**src/rtl/seg_mon_pkg.sv**
```systemverilog
// Shared definitions for the seven-segment receive monitor: segment encodings,
// FSM state type and the pattern-to-BCD decoder.
package seg_mon_pkg;

  // Segment encodings, bit0 = a ... bit6 = g, active-high.
  localparam logic [6:0] SEG_0 = 7'h3F;
  localparam logic [6:0] SEG_1 = 7'h06;
  localparam logic [6:0] SEG_2 = 7'h5B;
  localparam logic [6:0] SEG_3 = 7'h4F;
  localparam logic [6:0] SEG_4 = 7'h66;
  localparam logic [6:0] SEG_5 = 7'h6D;
  localparam logic [6:0] SEG_6 = 7'h7D;
  localparam logic [6:0] SEG_7 = 7'h07;
  localparam logic [6:0] SEG_8 = 7'h7F;
  localparam logic [6:0] SEG_9 = 7'h6F;

  typedef enum logic {
    WAIT_FIRST = 1'b0,
    TRACK      = 1'b1
  } mon_state_e;

  // Returns {valid, digit}; anything outside the ten digit glyphs is invalid.
  function automatic logic [4:0] seg_decode(input logic [6:0] pattern);
    logic [4:0] res;
    res = 5'b0_0000;
    case (pattern)
      SEG_0:   res = {1'b1, 4'd0};
      SEG_1:   res = {1'b1, 4'd1};
      SEG_2:   res = {1'b1, 4'd2};
      SEG_3:   res = {1'b1, 4'd3};
      SEG_4:   res = {1'b1, 4'd4};
      SEG_5:   res = {1'b1, 4'd5};
      SEG_6:   res = {1'b1, 4'd6};
      SEG_7:   res = {1'b1, 4'd7};
      SEG_8:   res = {1'b1, 4'd8};
      SEG_9:   res = {1'b1, 4'd9};
      default: res = 5'b0_0000;
    endcase
    return res;
  endfunction

endpackage

```
**src/rtl/seven_segment_monitor_seg_stable_filter.sv**
```systemverilog
// Input path of the monitor: 2-flop synchronizer, stability counter and
// one-shot acceptance of each new stable segment pattern.
module seg_stable_filter #(
  parameter int STABLE_CYCLES = 4,
  parameter int CNT_W         = 8
) (
  input  logic       clk,
  input  logic       rst,
  input  logic [6:0] seg_in,
  output logic       accept,
  output logic [6:0] acc_pat
);

  localparam logic [CNT_W-1:0] STABLE_MAX = CNT_W'(STABLE_CYCLES);
  localparam logic [CNT_W-1:0] STABLE_M1  = CNT_W'(STABLE_CYCLES - 1);

  logic [6:0]       sync1_q, sync1_d;
  logic [6:0]       sync_seg_q, sync_seg_d;
  logic [6:0]       cand_q, cand_d;
  logic [6:0]       last_pat_q, last_pat_d;
  logic [CNT_W-1:0] stab_cnt_q, stab_cnt_d;

  // NOTE: every signal written here gets a default first so no latch is inferred.
  always_comb begin
    sync1_d    = seg_in;
    sync_seg_d = sync1_q;
    cand_d     = sync_seg_q;
    last_pat_d = last_pat_q;
    stab_cnt_d = stab_cnt_q;
    accept     = 1'b0;

    if (sync_seg_q != cand_q) begin
      stab_cnt_d = '0;
    end else if (stab_cnt_q != STABLE_MAX) begin
      stab_cnt_d = stab_cnt_q + 1'b1;
    end

    // Fire only on the cycle the count reaches its limit, and only for a
    // pattern different from the last one taken, so a held glyph never repeats.
    if ((sync_seg_q == cand_q) && (stab_cnt_q == STABLE_M1) && (cand_q != last_pat_q)) begin
      accept     = 1'b1;
      last_pat_d = cand_q;
    end
  end

  assign acc_pat = cand_q;

  // NOTE: sequential state uses non-blocking assignments so all flops update together.
  always_ff @(posedge clk or negedge rst) begin
    if (!rst) begin
      sync1_q    <= 7'h00;
      sync_seg_q <= 7'h00;
      cand_q     <= 7'h00;
      last_pat_q <= 7'h00;
      stab_cnt_q <= '0;
    end else begin
      sync1_q    <= sync1_d;
      sync_seg_q <= sync_seg_d;
      cand_q     <= cand_d;
      last_pat_q <= last_pat_d;
      stab_cnt_q <= stab_cnt_d;
    end
  end

endmodule

```
**src/rtl/seven_segment_monitor.sv**
```systemverilog
// Seven-segment loopback monitor: decodes stable glyphs and checks the 0..9
// count order. Define SEG_MON_ERRCNT_EN to build the sequence-error counter.
module seven_segment_monitor
  import seg_mon_pkg::*;
#(
  parameter int STABLE_CYCLES = 4,
  parameter int CNT_W         = 8
) (
  input  logic       clk,
  input  logic       rst,
  input  logic [6:0] segments_in,
  output logic [3:0] digit,
  output logic       digit_valid,
  output logic       invalid,
  output logic       seq_err,
  output logic       locked,
  output logic [7:0] err_count
);

  logic       accept;
  logic [6:0] acc_pat;
  logic [4:0] dec;
  logic       dec_valid;
  logic [3:0] dec_digit;
  logic [3:0] next_digit;

  mon_state_e state_q, state_d;
  logic [3:0] digit_q, digit_d;
  logic       digit_valid_q, digit_valid_d;
  logic       invalid_q, invalid_d;
  logic       seq_err_q, seq_err_d;
  logic       locked_q, locked_d;

  seg_stable_filter #(
    .STABLE_CYCLES(STABLE_CYCLES),
    .CNT_W        (CNT_W)
  ) u_filter (
    .clk    (clk),
    .rst    (rst),
    .seg_in (segments_in),
    .accept (accept),
    .acc_pat(acc_pat)
  );

  assign dec        = seg_decode(acc_pat);
  assign dec_valid  = dec[4];
  assign dec_digit  = dec[3:0];
  assign next_digit = (digit_q == 4'd9) ? 4'd0 : digit_q + 4'd1;

  always_comb begin
    state_d       = state_q;
    digit_d       = digit_q;
    locked_d      = locked_q;
    digit_valid_d = 1'b0;
    invalid_d     = 1'b0;
    seq_err_d     = 1'b0;

    if (accept) begin
      if (!dec_valid) begin
        // Digit is held across a non-digit so the next one is checked against it.
        invalid_d = 1'b1;
      end else begin
        digit_d       = dec_digit;
        digit_valid_d = 1'b1;
        case (state_q)
          WAIT_FIRST: begin
            locked_d = 1'b1;
            state_d  = TRACK;
          end
          TRACK: seq_err_d = (dec_digit != next_digit);
          default: state_d = WAIT_FIRST;
        endcase
      end
    end
  end

  always_ff @(posedge clk or negedge rst) begin
    if (!rst) begin
      state_q       <= WAIT_FIRST;
      digit_q       <= 4'd0;
      digit_valid_q <= 1'b0;
      invalid_q     <= 1'b0;
      seq_err_q     <= 1'b0;
      locked_q      <= 1'b0;
    end else begin
      state_q       <= state_d;
      digit_q       <= digit_d;
      digit_valid_q <= digit_valid_d;
      invalid_q     <= invalid_d;
      seq_err_q     <= seq_err_d;
      locked_q      <= locked_d;
    end
  end

  assign digit       = digit_q;
  assign digit_valid = digit_valid_q;
  assign invalid     = invalid_q;
  assign seq_err     = seq_err_q;
  assign locked      = locked_q;

`ifdef SEG_MON_ERRCNT_EN
  logic [7:0] err_count_q, err_count_d;

  always_comb begin
    err_count_d = err_count_q;
    if (seq_err_d && (err_count_q != 8'hFF)) begin
      err_count_d = err_count_q + 8'd1;
    end
  end

  always_ff @(posedge clk or negedge rst) begin
    if (!rst) begin
      err_count_q <= 8'h00;
    end else begin
      err_count_q <= err_count_d;
    end
  end

  assign err_count = err_count_q;
`else
  assign err_count = 8'h00;
`endif

endmodule

```
**config.mk**
```make
export PLATFORM = sky130hd
export DESIGN_NAME = seven_segment_monitor
export DESIGN_NICKNAME = d
export VERILOG_FILES = /design/src/rtl/seg_mon_pkg.sv /design/src/rtl/seven_segment_monitor_seg_stable_filter.sv /design/src/rtl/seven_segment_monitor.sv
export SDC_FILE = /design/constraint.sdc
export NUM_CORES = 1
export LEC_CHECK = 0
export ABC_AREA = 1
export BUFFER_PORTS_ARGS = -buffer_cell sky130_fd_sc_hd__buf_2
export CAP_MARGIN = 10
export CORE_ASPECT_RATIO = 1.5
export CORE_MARGIN = 3
export CORE_UTILIZATION = 45
export DETAILED_ROUTE_END_ITERATION = 8
export GPL_TIMING_DRIVEN = 0
export PLACE_DENSITY = 0.7
export SLEW_MARGIN = 20
export SYNTH_ARGS = -nofsm -noshare
export SYNTH_HDL_FRONTEND = slang
export SYNTH_SLANG_ARGS = --single-unit
```
**constraint.sdc**
```tcl
create_clock -name clk -period 2 [get_ports clk]
set_clock_uncertainty 0.05 [all_clocks]
set_input_delay 0.2 -clock clk [delete_from_list [all_inputs] [get_ports clk]]
set_output_delay 0.2 -clock clk [all_outputs]
set_load 0.005 [all_outputs]
```
==> impl_metrics.py, run 1 <==
metrics = {
    "synth": {
        "yosysUniqueCellTypes": 26,
        "yosysWarningCount": 0,
        "synth-seq-area-share_pct": 50.76,
        "synth-edff-count": 0,
        "synth_ff_type": "dfrtp_1",
        "synthCells": 256,
        "synth_seq_cells": 45,
        "synth.avg_cell_area_um2": 8.666,
        "ys_async_sr_fraction_pct": 100.0,
        "syn_area_mm2": 0.002218,
    },
    "pwr": {
        "swShare_pct": 21.00,
        "internal_power_mw": 1.490,
        "clockPowerShare_pct": 42.7,
        "cellLeakagePower_nw": 1.329,
        "seqPwrFrac_pct": 49.8,
        "power_switching_mw": 0.3960,
        "comb_power_share_pct": 7.4,
        "ir_drop_v": 0.0006110,
        "p_per_area_mw_per_mm2": 714.7,
    },
    "clocking": {
        "cts_made_buffers": 5,
        "clk_latency_ps": 300,
        "cts_tree": "done",
        "post_cts_buffers": 0,
        "cts_resized": 0,
        "clockBufferDepth": 2,
        "root_buffer": "clkbuf_8",
        "cts.htree.levels": 2,
        "clk_pin_slew_ps": 90,
        "clkSinkCount": 45,
    },
    "detailed_routing": {
        "post_drt_wl_per_cell_um": 10.68,
        "drt_iter0_markers": 68,
        "wirelength_um": 3843,
        "vias": 1659,
        "dr.pass1.iters": 4,
        "vias_per_cell": 4.608,
        "drc": 0,
        "route.antenna.remaining_nets": 0,
    },
    "layout": {
        "antenna_cells": 0,
        "layout_common_cells": "nand2_1, dfrtp_1, nor2_1",
        "areaGrowthSynthToFinish_pct": 18.95,
        "layout.nets": 306,
        "drive_gt1_share_pct": 22.30,
        "fin_area_mm2": 0.002639,
        "layout_commonest_cell": "nand2_1",
    },
    "die": {
        "core_area_mm2": 0.004654,
        "die_area_mm2": 0.005825,
        "die_h_um": 91.99,
        "start_util_pct": 47.66,
        "die_w_um": 63.33,
        "row_count": 30,
        "io_pins": 25,
    },
    "grt": {
        "grt_max_degree": 46,
        "grt_pass1_wl_um": 6417,
        "grt_usage_pct": 14.09,
        "grt-ovfl-total": 0,
        "antenna_found_initial": 0,
        "grt_pass1_vias": 1522,
    },
    "sta": {
        "hold_violations": 0,
        "maxSlewViolCount": 0,
        "period_share_pct": 84.65,
        "clock.fmax_ghz": 0.5907,
        "tns_ps": 0,
        "rsz0062_at_grt": "no",
        "period_needed_ps": 1693,
        "finalSetupViolCount": 0,
        "hold_slack_ps": 283.3,
    },
    "placement": {
        "gp_congestion": 0.8104,
        "dpl-instance-area_mm2": 0.002405,
        "io_buffers": 16,
        "dpl.hpwl_um": 2707,
    },
    "worst_setup_path": {
        "path_common_cell": "nand2_1",
        "crit_required_ps": 2140,
        "critPathLaunchType": "flop",
        "critPathKind": "flop to flop",
        "worstPathCellList": "buf_6 -> inv_2 -> nand2_1 -> nand2_1 -> nand2_1 -> nor2_1 -> nand3_2 -> nor2_4 -> inv_2 -> buf_6 -> nand2_2 -> o21ai_2",
        "max_stage_delay_ps": 380,
        "cp-end-kind": "flop",
        "crit_arrival_ps": 1830,
        "critPathTopFamily": "simple AND/OR/NAND/NOR gates",
        "path_buf_inv": 4,
        "critPathSlowestCell": "dfrtp_1",
        "crit_fanout": 10,
    },
    "job": {
        "drv_cap": 0,
    },
    "hold_path": {
        "hp-class": "input pin to async pin",
    },
    "outcome": {
        "outcome": "complete, no violations",
    },
}
## registers in the layout, indices dropped and copies added (netlist names), 4 cells and up
name,count
u_filter.stab_cnt_q,8
u_filter.last_pat_q,7
digit,4
u_filter.cand_d,7
u_filter.sync1_q,7
u_filter.acc_pat,7
## cell families after synthesis
logic type	synth area share [%]
other	0.1690
flip-flops	50.76
XOR/XNOR	5.527
AO/OA/AOI/OAI	7.558
buffers and inverters	10.94
adder cells (fa/ha/maj)	1.128
AND/OR/NAND/NOR	23.91
## stage by stage
| step | utilization, % | total power [mW] | setup WS, ps | instances |
|---|---|---|---|---|
| after global routing | 56.69 | 1.961 | 151.1 | 360 |
| after CTS | 56.05 | 1.901 | 259.5 | 358 |
| final | 56.69 | 1.886 | 307.1 | 360 |
| after floorplan | - | 1.044 | 492.1 | 263 |
| after global placement | 51.67 | 1.081 | 292.0 | 343 |
| after detailed placement | 51.67 | 1.084 | 272.2 | 343 |
## worst reg2reg max path, delay by kind of cell, from the launching register on
family,cells,cell delay [ps]
buf+inv,4,440
simple gates,7,670
flops,1,380
compound gates,1,40
## synth_stat cells, types with 2 or more instances
| cell | instances | area (um^2) |
|---|---|---|
| nand3_2 | 2 | 20.02 |
| o21ai_0 | 8 | 40.04 |
| nor2_2 | 2 | 12.51 |
| nor3_1 | 3 | 15.01 |
| buf_2 | 2 | 10.01 |
| ha_1 | 2 | 25.02 |
| inv_1 | 22 | 82.58 |
| o21ai_2 | 7 | 61.31 |
| o21bai_1 | 2 | 15.01 |
| nor2_4 | 2 | 22.52 |
| nand4_1 | 4 | 25.02 |
| dfrtp_1 | 45 | 1126 |
| buf_6 | 5 | 56.30 |
| nand2_1 | 60 | 225.2 |
| nand2_2 | 4 | 25.02 |
| inv_2 | 9 | 33.78 |
| a21oi_1 | 6 | 30.03 |
| nand3_1 | 14 | 70.07 |
| xnor2_1 | 8 | 70.07 |
| o21ai_1 | 3 | 15.01 |
| buf_4 | 8 | 60.06 |
| nor2_1 | 29 | 108.9 |
| xor2_1 | 6 | 52.55 |
## path summary, 6_finish.rpt
| kind | from | end | slack, ps | depth (start not counted) |
|---|---|---|---|---|
| hold / removal | rst | u_filter.stab_cnt_q[6]$_DFFE_PN0P_ | 280 | 2 |
| min in group clk | u_filter.sync1_q[0]$_DFF_PN0_ | u_filter.cand_d[0]$_DFF_PN0_ | 300 | 0 |
| setup / recovery | u_filter.acc_pat[0]$_DFF_PN0_ | u_filter.last_pat_q[6]$_DFFE_PN0P_ | 310 | 12 |
| hold reg to reg | u_filter.sync1_q[0]$_DFF_PN0_ | u_filter.cand_d[0]$_DFF_PN0_ | 300 | 0 |
| setup reg to reg | u_filter.acc_pat[0]$_DFF_PN0_ | u_filter.last_pat_q[6]$_DFFE_PN0P_ | 310 | 12 |
| max in group asynchronous | rst | u_filter.acc_pat[2]$_DFF_PN0_ | 1140 | 3 |
## metal layers
metal  vias to the layer above  routed length, um  track usage [%]
met5                         -                  0                0
met4                         0                 98            6.847
met3                         7                142            2.941
met2                        34               2004            26.07
met1                       760               1597            14.76
li1                        858                  -                -
## layout make-up
class,count,area (um^2)
buffer,15,126.4
clock buffer,5,68.82
clock inverter,3,65.06
fill,436,2016
inverter,31,116.4
multi-input combinational,172,875.8
sequential,45,1126
tap,64,80.08
timing repair buffer,25,180.2
## power groups by stage
stage	Clock, mW	Sequential [mW]	Combinational (mW)
after global placement	0	0.958	0.123
after floorplan	0	0.957	0.0864
after detailed placement	0	0.959	0.125
final	0.806	0.940	0.140
after global routing	0.860	0.944	0.158
after CTS	0.825	0.941	0.135
## repair_timing
item	4_1_cts	5_1_grt
hold endpoints to repair	7	13
hold buffers	7	1
setup endpoints to repair	0	0
(Power assumes the default switching activity.)
==> inputs of run 2 (changes only) <==
--- a/config.mk
+++ b/config.mk
@@ -13,7 +13,7 @@
 export CORE_UTILIZATION = 45
 export DETAILED_ROUTE_END_ITERATION = 8
 export GPL_TIMING_DRIVEN = 0
-export PLACE_DENSITY = 0.7
+export PLACE_DENSITY = 0.72
 export SLEW_MARGIN = 20
 export SYNTH_ARGS = -nofsm -noshare
 export SYNTH_HDL_FRONTEND = slang
==> constraint.sdc (replaced) <==
create_clock -name clk -period 1.4 [get_ports clk]
set_clock_uncertainty 0.05 [all_clocks]
set_input_delay 0.14 -clock clk [delete_from_list [all_inputs] [get_ports clk]]
set_output_delay 0.14 -clock clk [all_outputs]
set_load 0.005 [all_outputs]
==> impl_metrics.py, run 2 (synthesis results as in run 1) <==
metrics = {
    "die": {
        "die_h_um": 91.99,
        "row_count": 30,
        "die_area_mm2": 0.005825,
        "core_area_mm2": 0.004654,
        "die_w_um": 63.33,
        "io_pins": 25,
        "start_util_pct": 47.66,
    },
    "job": {
        "drv_cap": 0,
    },
    "worst_setup_path": {
        "reg2reg_slack_ps": -210,
        "startpoint": "u_filter.acc_pat[0]$_DFF_PN0_",
        "critPathKind": "flop to flop",
        "crit_arrival_ps": 1750,
        "critPathLaunchType": "flop",
        "worstPathCellList": "buf_6 -> inv_4 -> nand2_2 -> nand2_2 -> nand2_2 -> nor2_4 -> nand3_4 -> nor2_4 -> buf_6 -> nand2_8 -> nand2_2 -> nand2_1",
        "setup.worst_path.end": "digit[0]$_DFFE_PN0P_",
        "path_common_cell": "nand2_2",
        "r2r_cells": 12,
        "critPathSlowestCell": "dfrtp_1",
        "r2r-end": "digit[0]$_DFFE_PN0P_",
        "cp-end-kind": "flop",
        "max_stage_delay_ps": 380,
        "crit_fanout": 8,
        "timing.rr.start": "u_filter.acc_pat[0]$_DFF_PN0_",
        "crit_required_ps": 1540,
    },
    "sta": {
        "maxSlewViolCount": 0,
        "tns_ps": -3667,
        "period_needed_ps": 1613,
        "period_share_pct": 115.2,
        "fin_ws_ps": -213.3,
        "clock.fmax_ghz": 0.6198,
        "hold_slack_ps": 231.6,
        "finalSetupViolCount": 21,
        "hold_violations": 0,
        "rsz0062_at_grt": "yes",
    },
    "grt": {
        "grt_pass1_wl_um": 7527,
        "antenna_found_initial": 0,
        "grt-ovfl-total": 0,
        "grt_usage_pct": 16.23,
        "grt_pass1_vias": 1766,
        "grt_max_degree": 46,
    },
    "pwr": {
        "p_total_mw": 2.765,
        "cellLeakagePower_nw": 1.497,
        "ir_drop_v": 0.0006896,
        "p_per_area_mw_per_mm2": 897.5,
        "swShare_pct": 21.47,
        "seqPwrFrac_pct": 48.7,
        "clockPowerShare_pct": 41.3,
        "comb_power_share_pct": 10.0,
        "power_switching_mw": 0.5936,
        "internal_power_mw": 2.171,
    },
    "detailed_routing": {
        "drt_iter0_markers": 67,
        "vias_per_cell": 4.718,
        "wirelength_um": 4421,
        "drc": 0,
        "post_drt_wl_per_cell_um": 11.63,
        "dr.pass1.iters": 4,
        "vias": 1793,
        "route.antenna.remaining_nets": 0,
    },
    "layout": {
        "largest_reg_flops": 8,
        "layout_commonest_cell": "dfrtp_1",
        "regMostFlops": "u_filter.stab_cnt_q",
        "n_fill_cell": 370,
        "layout_common_cells": "dfrtp_1, nand2_1, inv_1, nor2_1, nand2_2",
        "layout.nets": 326,
        "antenna_cells": 0,
        "multi_input_area_mm2": 0.001077,
        "areaGrowthSynthToFinish_pct": 38.86,
        "drive_gt1_share_pct": 40.19,
        "ff_latch_area_mm2": 0.001129,
    },
    "clocking": {
        "cts_tree": "done",
        "clockBufferDepth": 2,
        "clk_pin_slew_ps": 90,
        "root_buffer": "clkbuf_8",
        "cts.htree.levels": 2,
        "clk_latency_ps": 290,
        "cts_made_buffers": 5,
        "clkSinkCount": 45,
    },
    "placement": {
        "dpl.hpwl_um": 2759,
        "gp_congestion": 0.8256,
        "io_buffers": 16,
        "place_ws_ps": -283.3,
    },
    "hold_path": {
        "hp-class": "input pin to async pin",
    },
    "outcome": {
        "violations": "setup timing",
        "outcome": "finished, violations left",
    },
}
-- run 2: cell types whose count changed in the layout (fill, tap and decap cells not counted), moves of 7 or more --
cell and delta:
buf_4 +10, nand2_1 -21, buf_6 +10, nand2_2 +18
nor2_1 -7
-- run 2: routing by layer --
layer  routed length, um  vias to the layer above  track usage [%]
li1                    -                      904                -
met1                1684                      839            17.94
met2                2442                       38            30.08
met3                 149                       12            2.696
met4                 144                        0            6.667
met5                   0                        -                0
-- run 2: worst min path at each step --
stage                                               endpoint                          start  depth (start not counted)
after floorplan                         digit[0]$_DFFE_PN0P_                            rst                          0
after detailed placement       u_filter.sync1_q[2]$_DFF_PN0_                 segments_in[2]                          1
after global routing      u_filter.last_pat_q[6]$_DFFE_PN0P_                            rst                          2
after global placement         u_filter.sync1_q[6]$_DFF_PN0_                 segments_in[6]                          1
final                     u_filter.last_pat_q[6]$_DFFE_PN0P_                            rst                          2
after CTS                       u_filter.cand_d[6]$_DFF_PN0_  u_filter.sync1_q[6]$_DFF_PN0_                          0
-- run 2: layout make-up --
type                    count  share of cell area (%)
plain buffers              15                   4.630
repair buffers             45                   12.47
well taps                  64                   2.600
inverters                  31                   4.346
clock inverters             3                   2.112
flip-flops and latches     45                   36.64
multi-input cells         172                   34.97
clock buffers               5                   2.234
-- run 2: what timing repair did --
action	in CTS	in global routing
hold buffers	8	0
pin swaps	11	8
gates resized for setup	25	43
cloned	1	0
setup buffers	14	5
setup endpoints to repair	21	24
endpoints found under the hold margin	32	0
-- run 2: stage by stage --
| step | utilization, % | cells | cell area, um^2 |
|---|---|---|---|
| CTS | 62.10 | 374 | 2890 |
| floorplan | - | 263 | 2292 |
| detailed placement | 52.69 | 343 | 2452 |
| finish | 66.18 | 380 | 3080 |
| global route | 66.18 | 380 | 3080 |
| global placement | 52.69 | 343 | 2452 |
-- run 2: worst max-delay path: cells and delay by family (launching register included) --
kind                   cells  cell delay (ps)
flip-flops                 1              380
buffers and inverters      3              310
AND/OR/NAND/NOR            9              740
-- run 2: power groups by stage --
| stage | clock (mW) | combinational (mW) | sequential (mW) |
|---|---|---|---|
| global route | 1.23 | 0.304 | 1.35 |
| CTS | 1.17 | 0.235 | 1.35 |
| floorplan | 0 | 0.137 | 1.37 |
| detailed placement | 0 | 0.192 | 1.37 |
| global placement | 0 | 0.190 | 1.37 |
| finish | 1.14 | 0.276 | 1.35 |
==> inputs of run 3 (changes only) <==
--- a/config.mk
+++ b/config.mk
@@ -6,6 +6,7 @@
 export NUM_CORES = 1
 export LEC_CHECK = 0
 export ABC_AREA = 1
+export ABC_CLOCK_PERIOD_IN_PS = 1400
 export BUFFER_PORTS_ARGS = -buffer_cell sky130_fd_sc_hd__buf_2
 export CAP_MARGIN = 10
 export CORE_ASPECT_RATIO = 1.5
@@ -17,4 +18,5 @@
 export SLEW_MARGIN = 20
 export SYNTH_ARGS = -nofsm -noshare
 export SYNTH_HDL_FRONTEND = slang
+export SYNTH_HIERARCHICAL = 1
 export SYNTH_SLANG_ARGS = --single-unit
==> impl_metrics.py, run 3 <==
metrics = {
    "worst_setup_path": {
        "crit_required_ps": 1530,
        "critPathKind": "flop to flop",
        "crit_fanout": 7,
        "crit_arrival_ps": 1710,
        "timing.rr.start": "u_filter/acc_pat[2]$_DFF_PN0_",
        "critPathLaunchType": "flop",
        "r2r-end": "state_q$_DFFE_PN0P_",
        "cp-end-kind": "flop",
        "reg2reg_slack_ps": -180,
        "r2r_cells": 9,
    },
    "synth": {
        "synth.avg_cell_area_um2": 7.979,
        "synth-edff-count": 0,
        "yosysWarningCount": 6,
        "yosysUniqueCellTypes": 28,
        "ys_top_cells_by_count": "nand2_1, dfrtp_1, inv_1",
        "synth-seq-area-share_pct": 49.70,
        "synthCells": 284,
        "ys_async_sr_fraction_pct": 100.0,
        "synth.area.top_cells": "dfrtp_1, nand2_1, inv_1",
        "synth_seq_cells": 45,
        "synth_top_cell_by_area": "dfrtp_1",
        "syn_area_mm2": 0.002266,
        "synth_most_common_cell": "nand2_1",
        "synth_top_area_share_pct": 49.70,
        "synth_ff_type": "dfrtp_1",
    },
    "sta": {
        "fin_ws_ps": -179.6,
        "hold_violations": 0,
        "period_share_pct": 112.8,
        "finalSetupViolCount": 24,
        "slew-limit-headroom_pct": 62.71,
        "rsz0062_at_grt": "yes",
        "period_needed_ps": 1580,
        "maxSlewViolCount": 0,
        "clock.fmax_ghz": 0.6331,
        "tns_ps": -2933,
        "worst_pin_slew_ps": 559.4,
    },
    "clocking": {
        "cts.htree.levels": 2,
        "root_buffer": "clkbuf_8",
        "clkSinkCount": 45,
        "clk_pin_slew_ps": 90,
        "cts_made_buffers": 5,
        "cts_tree": "done",
        "clk_latency_ps": 290,
        "clockBufferDepth": 2,
    },
    "layout": {
        "areaGrowthSynthToFinish_pct": 28.93,
        "layout.nets": 347,
        "antenna_cells": 0,
        "multi_input_area_mm2": 0.001086,
        "regMostFlops": "u_filter/stab_cnt_q",
        "layout_common_cells": "nand2_1, dfrtp_1, inv_1",
        "n_fill_cell": 409,
        "layout_commonest_cell": "nand2_1",
        "post-route-util_pct": 60.26,
        "largest_reg_flops": 8,
        "drive_gt1_share_pct": 31.45,
        "ff_latch_area_mm2": 0.001135,
    },
    "detailed_routing": {
        "dr_wl_met3_um": 90,
        "route.antenna.remaining_nets": 0,
        "wirelength_um": 4316,
        "vias_per_cell": 4.467,
        "drc": 0,
        "wl_met1_um": 1729,
        "highest_layer": "met4",
        "wl_met2_um": 2466,
        "drt_iter0_markers": 58,
        "dr.pass1.iters": 4,
        "vias": 1800,
        "post_drt_wl_per_cell_um": 10.71,
    },
    "pwr": {
        "seqPwrFrac_pct": 53.3,
        "ir_drop_v": 0.0006170,
        "swShare_pct": 21.96,
        "p_per_area_mw_per_mm2": 876.7,
        "comb_power_share_pct": 7.6,
        "p_total_mw": 2.561,
        "cellLeakagePower_nw": 1.522,
        "clockPowerShare_pct": 39.0,
        "power_switching_mw": 0.5624,
        "internal_power_mw": 1.999,
    },
    "outcome": {
        "outcome": "finished, violations left",
        "violations": "setup timing",
    },
    "die": {
        "row_count": 31,
        "die_w_um": 63.94,
        "start_util_pct": 46.74,
        "io_pins": 25,
        "die_h_um": 92.91,
        "core_area_mm2": 0.004848,
        "die_area_mm2": 0.005940,
    },
    "hold_path": {
        "worstHoldStart": "u_filter/sync1_q[3]$_DFF_PN0_",
        "min_to": "u_filter/cand_d[3]$_DFF_PN0_",
        "hold_depth": 0,
        "hp-class": "flop to flop",
    },
    "grt": {
        "grt_max_degree": 46,
        "grt-ovfl-total": 0,
        "grt_pass1_vias": 1739,
        "antenna_found_initial": 0,
        "grt_usage_pct": 15.78,
        "grt_pass1_wl_um": 7521,
    },
    "job": {
        "drv_cap": 0,
    },
    "placement": {
        "io_buffers": 16,
        "dpl.hpwl_um": 2837,
        "gp_congestion": 0.8328,
    },
}
[run 3: worst max-delay path, cell delays in order, from the launching register on]
cell and delay (ps):
dfrtp_2 490, nand2_2 100, inv_1 70, nand2_1 80, nand2_2 80, a21oi_4 160, nand2_4 90, nand2_4 110
inv_4 40, or2_1 200
[run 3: layer usage]
metal,vias up,track usage (%)
met2,18,30.37
met5,-,0
met4,0,4.865
li1,951,-
met1,829,17.11
met3,2,2.549
[run 3: what timing repair did]
| item | CTS | global route |
|---|---|---|
| setup buffers | 7 | 7 |
| hold buffers | 7 | 1 |
| resized for setup | 26 | 23 |
| pin swaps | 17 | 29 |
| cloned | 1 | 0 |
| setup endpoints to repair | 24 | 24 |
| endpoints found under the hold margin | 7 | 45 |
[run 3: power by group through the flow]
stage                     registers [mW]  logic [mW]  clock network [mW]
after floorplan                     1.38       0.101                   0
after global placement              1.39       0.148                   0
after detailed placement            1.39       0.151                   0
after CTS                           1.36       0.183                1.03
after global routing                1.37       0.223                1.09
final                               1.37       0.196                1.00
[run 3: worst max-delay path by stage]
stage,from,end
3_3_place_gp,u_filter/acc_pat[1]$_DFF_PN0_,digit[1]$_DFFE_PN0P_
3_5_place_dp,u_filter/acc_pat[1]$_DFF_PN0_,locked$_DFFE_PN0P_
6_report,u_filter/acc_pat[2]$_DFF_PN0_,state_q$_DFFE_PN0P_
5_1_grt,u_filter/acc_pat[6]$_DFF_PN0_,seq_err$_DFF_PN0_
2_1_floorplan,u_filter/stab_cnt_q[1]$_DFFE_PN0P_,state_q$_DFFE_PN0P_
4_1_cts,u_filter/acc_pat[4]$_DFF_PN0_,state_q$_DFFE_PN0P_
[run 3: layout make-up]
class                   instances  area share (%)
clock buffers                   7           2.955
plain buffers                   8           2.056
multi-input cells             194           37.17
repair buffers                 37           9.165
clock inverters                 1           1.028
well taps                      66           2.827
flip-flops and latches         45           38.84
inverters                      45           5.953
[run 3: cells by family (layout without fill, tap and decap cells)]
kind of cell / Yosys count / after routing / synth area share (%)
AND/OR/NAND/NOR: 154 / 155 / 30.48
buffers and inverters: 53 / 98 / 10.22
flip-flops: 45 / 45 / 49.70
AO/OA/AOI/OAI: 22 / 22 / 5.633
XOR/XNOR: 7 / 7 / 2.706
adder cells (fa/ha/maj): 2 / 2 / 1.104
other: 1 / 8 / 0.1655
[run 3: through the flow]
stage / instances / hold WS [ps] / setup slack [ps] / cell area, um^2
after floorplan: 291 / -205.6 / -142.5 / 2296
after global placement: 373 / 197.8 / -320.4 / 2459
after detailed placement: 373 / 199.3 / -365.1 / 2459
after CTS: 396 / 5.827 / -194.7 / 2795
after global routing: 403 / 310.3 / -282.0 / 2922
final: 403 / 302.0 / -179.6 / 2922
